**config.mk**
```make
export PLATFORM = sky130hd
export DESIGN_NAME = lfsr_rand_range
export DESIGN_NICKNAME = d
export VERILOG_FILES = /design/src/rtl/lfsr_rand_range.sv
export SDC_FILE = /design/constraint.sdc
export NUM_CORES = 1
export LEC_CHECK = 0
export ABC_AREA = 0
export BUFFER_PORTS_ARGS = -buffer_cell sky130_fd_sc_hd__clkbuf_2
export CAP_MARGIN = 5
export CORE_MARGIN = 1.5
export CORE_UTILIZATION = 45
export CTS_CLUSTER_DIAMETER = 120
export CTS_CLUSTER_SIZE = 28
export DETAILED_ROUTE_END_ITERATION = 16
export PLACE_DENSITY = 0.75
export SLEW_MARGIN = 20
export SYNTH_ARGS = -nofsm -noshare
export SYNTH_HDL_FRONTEND = slang
export SYNTH_SLANG_ARGS = --single-unit
export TNS_END_PERCENT = 30
```
**constraint.sdc**
```tcl
create_clock -name clk -period 2.95 [get_ports clk]
set_input_delay 0 -clock clk [delete_from_list [all_inputs] [get_ports clk]]
set_output_delay 0 -clock clk [all_outputs]
set_load 0.05 [all_outputs]
```
**src/rtl/lfsr_rand_range.sv**
```systemverilog
// On-demand pseudo-random source: Galois LFSR stepped only while drawing,
// rejection sampling into 0..RANGE-1 with a bounded number of attempts.
module lfsr_rand_range #(
    parameter int               WIDTH     = 16,
    parameter logic [WIDTH-1:0] TAPS      = 16'hB400,
    parameter logic [WIDTH-1:0] SEED      = 16'hACE1,
    parameter int               OUT_W     = 2,
    parameter int               RANGE     = 4,
    parameter int               MAX_TRIES = 8
) (
    input  logic             clk,
    input  logic             reset,
    input  logic             seed_load,
    input  logic [WIDTH-1:0] seed_in,
    input  logic             req,
    output logic             busy,
    output logic             rand_valid,
    output logic [OUT_W-1:0] rand_out
);

    localparam int TW = (MAX_TRIES > 1) ? $clog2(MAX_TRIES) : 1;
    localparam logic [OUT_W:0]   RANGE_W  = (OUT_W + 1)'(RANGE);
    localparam logic [OUT_W-1:0] RANGE_LO = RANGE_W[OUT_W-1:0];
    localparam logic [TW-1:0]    LAST_TRY = TW'(MAX_TRIES - 1);

    typedef enum logic {
        IDLE,
        DRAW
    } state_t;

    state_t           state_q, state_d;
    logic [WIDTH-1:0] lfsr_q, lfsr_d, lfsr_step;
    logic [TW-1:0]    tries_q, tries_d;
    logic [OUT_W-1:0] cand, out_d;
    logic             valid_d;
    logic             cand_ok;

    assign cand      = lfsr_q[OUT_W-1:0];
    assign cand_ok   = {1'b0, cand} < RANGE_W;
    assign lfsr_step = lfsr_q[0] ? ((lfsr_q >> 1) ^ TAPS) : (lfsr_q >> 1);
    assign busy      = (state_q == DRAW);

    always_comb begin
        state_d = state_q;
        lfsr_d  = lfsr_q;
        tries_d = tries_q;
        out_d   = rand_out;
        valid_d = 1'b0;
        if (seed_load) begin
            // a zero seed would lock the LFSR up, so fall back to SEED
            lfsr_d  = (seed_in == '0) ? SEED : seed_in;
            state_d = IDLE;
            tries_d = '0;
        end else begin
            unique case (state_q)
                IDLE: begin
                    if (req) begin
                        state_d = DRAW;
                        tries_d = '0;
                    end
                end
                DRAW: begin
                    lfsr_d  = lfsr_step;
                    tries_d = tries_q + 1'b1;
                    if (cand_ok) begin
                        out_d   = cand;
                        valid_d = 1'b1;
                        state_d = IDLE;
                    end else if (tries_q == LAST_TRY) begin
                        // folded value is below RANGE since RANGE > 2^(OUT_W-1)
                        out_d   = cand - RANGE_LO;
                        valid_d = 1'b1;
                        state_d = IDLE;
                    end
                end
            endcase
        end
    end

    always_ff @(posedge clk or posedge reset) begin
        if (reset) begin
            state_q    <= IDLE;
            lfsr_q     <= SEED;
            tries_q    <= '0;
            rand_out   <= '0;
            rand_valid <= 1'b0;
        end else begin
            state_q    <= state_d;
            lfsr_q     <= lfsr_d;
            tries_q    <= tries_d;
            rand_out   <= out_d;
            rand_valid <= valid_d;
        end
    end

endmodule
```
==> impl_results.md <==
* Outcome: complete, no violations
* Number of diodes at 0
* Setup TNS at 0 ns
* Fill cell count at 167
* Fin worst setup slack at 1.207 ns
* Logic pwr share at 21.7%
* Final Util at 67.31%
* Via Count at 747
* Row count at 16
* Vias/cell at 5.047
* P per Cell Area at 533.7 mW/mm^2
* Leakage at 0.5879 nW
* Fin area at 0.001348 sq mm
* Share of layout cells above drive strength 1 at 44.63%
* PortBufs at 23
* Non-Filler Instances at 148
* Routed WL per cell at 13.87 um
* Internal power at 0.5291 mW
* Worst hold slack at 0.2359 ns
* Mapped Area at 982.2 sq um
* Tmin final at 1.743 ns
* Drt first-iter violations at 8
* CP Capture Type: flip-flop
* Peak VDD IR at 0.3662 mV
* Clock sink count at 20
* CTS tree: yes
* DRC viols at 0
* Grt total ovfl at 0
* Resized Gates After CTS at 0
* First-pass GRT wire length at 3484 um
* Slew HR at 51.48%
* Sw Ratio at 26.43%
* Fin. Hold Viols at 0
* Initial core utilization at 49.06%
* Psw at 0.1901 mW
* Total track usage at 18.69%
* Final Skew at 0.008127 ns
* Postcts setup bufs at 0
* Average size of a mapped cell at 12.13 sq um
* Seq cells post-synth at 20
* Max Fclk at 573.7 MHz
* H-tree levels at 1
* Syn_nets at 101
* Largest net degree at the start of global routing at 28
* Power, Total at 0.7192 mW
* Max Transition Viols Final at 0
* Crit path DAT at 1.99 ns
* Seq/Total Area, Yosys at 51.97%
* Layout area overhead at 37.20%
* Syn Inst Count at 81
* Die H at 49.72 um
* Synth warnings at 0
* Ports at 24
* R2r startpoint: busy$_DFF_PP0_
* Post-Place Cell Area at 0.001115 sq mm
* Setup CP Type: input pin to flip-flop
* Unique masters post-synth at 20
* Slew @ Worst Pin at 0.7270 ns
* Vias in the first global route at 798
* Worst Hold Class: input pin to flip-flop
* Routability cong. at 0.7028
* Post-Route WL at 2053 um
* Sequential Power Share at 47.0%
* CP max FO at 8
* CTS Buf Count at 3
* RSZ-0062 raised after global routing: no
* Die area at 0.002472 sq mm
* Pre-antenna DRT Iters at 4
* Clock latency on the worst-skew pair at 0.30 ns
* Clk slew on worst S/H paths at 0.12 ns
* # nets final at 142
* Maximum Capacitance Violations at 0
* Core area at 0.002002 sq mm
* WP data required at 3.20 ns
* Setup Viol. Count Final at 0
* Dpl ws at 1.436 ns
* # placed instances at 126
* Worst hold start: seed_load
* Worst setup path startpoint: seed_in[10]
* Die X at 49.72 um
* Final antenna-violating net count at 0
* Antenna violations before repair at 0
* Clk pwr share at 31.3%
* DP HPWL at 1311 um
* Maximum buffer depth of the clock tree at 2
* Fin crit share at 59.08%
* Root buffer cell: clkbuf_4
* CP Launch Type: input pin
layout make-up:
cell class / instances / area, sq um / share of cell area (%)
clock inverters: 1 / 30.03 / 2.228
multi-input cells: 54 / 444.2 / 32.96
repair buffers: 42 / 302.8 / 22.47
inverters: 1 / 3.754 / 0.2786
flip-flops and latches: 20 / 510.5 / 37.88
well taps: 27 / 33.78 / 2.507
clock buffers: 3 / 22.52 / 1.671
path summary, 6_finish.rpt:
| check | cells past startpoint | endpoint | slack (ns) |
|---|---|---|---|
| hold reg to reg | 1 | rand_out[1]$_DFFE_PP0P_ | 0.54 |
| hold / removal | 3 | lfsr_q[1]$_DFFE_PP0P_ | 0.24 |
| max in group asynchronous | 3 | lfsr_q[14]$_DFFE_PP0P_ | 2.16 |
| min in group asynchronous | 3 | rand_out[0]$_DFFE_PP0P_ | 0.32 |
| setup / recovery | 5 | lfsr_q[13]$_DFFE_PP1P_ | 1.21 |
| setup reg to reg | 3 | lfsr_q[7]$_DFFE_PP1P_ | 1.42 |
cells by family after synthesis:
group                  after synthesis  share of synthesized area, %
flip-flops                          20                         51.97
multiplexers                        16                         17.33
AND/OR/NAND/NOR                     16                         9.428
XOR/XNOR                             3                         2.676
buffers and inverters                7                         2.802
AO/OA/AOI/OAI                       19                         15.80
critical path, stage by stage:
cell	delay (ns)
dlygate4sd3_1	0.53
clkbuf_2	0.11
or4_4	0.54
o41ai_4	0.58
o22a_2	0.22
timing repair:
| item | 4_1_cts | 5_1_grt |
|---|---|---|
| hold buffers | 18 | 0 |
| endpoints found under the hold margin | 29 | 0 |
| endpoints found under the setup margin | 0 | 0 |
cell usage in the layout (no fill, tap or decap):
cell           Yosys  layout
a21oi_1            2       2
buf_4              0       1
bufinv_16          0       1
clkbuf_2           0      23
clkbuf_4           0       3
dfrtp_1           12      12
dfstp_2            8       8
dlygate4sd3_1      0      18
inv_1              1       1
mux2_2             8       8
mux2i_1            8       8
nand2_1            8       8
nor2_1             2       2
nor2b_1            1       1
nor3b_1            1       1
o21ai_0            8       8
o22a_1             2       2
o22a_2             6       6
o41ai_4            1       1
or4_1              1       1
or4_4              3       3
xnor2_1            2       2
xor2_1             1       1
sequential cells by signal (all words and copies together) (netlist names):
| register | flops |
|---|---|
| busy | 1 |
| lfsr_q | 16 |
| rand_out | 2 |
| rand_valid | 1 |
metal layers:
layer  track usage, %  up-vias  share of wire [%]
met5                0        -                  0
met4            8.333        0                1.5
met3            1.818        4                2.8
met2            32.44       21                 50
met1            23.43      344                 45
li1                 -      378                  -
Yosys cell counts (all sizes together):
library cell	instances	share of area [%]
nor3b	1	0.76
dfrtp	12	31
o21ai	8	4.1
buf	1	0.51
o41ai	1	2.8
or4	4	4.2
xor2	1	0.89
a21oi	2	1.0
nor2b	1	0.64
xnor2	2	1.8
mux2i	8	8.2
o22a	8	7.9
mux2	8	9.2
nand2	8	3.1
nor2	2	0.76
inv	1	0.38
dfstp	8	21
clkbuf	5	1.9
power groups by stage:
stage	Combinational, mW	Clock (mW)	Sequential (mW)
floorplan	0.0784	0	0.363
global placement	0.136	0	0.341
detailed placement	0.138	0	0.344
CTS	0.157	0.228	0.339
global route	0.171	0.244	0.343
finish	0.156	0.225	0.338
No activity file was read; power rests on OpenSTA's default activity.
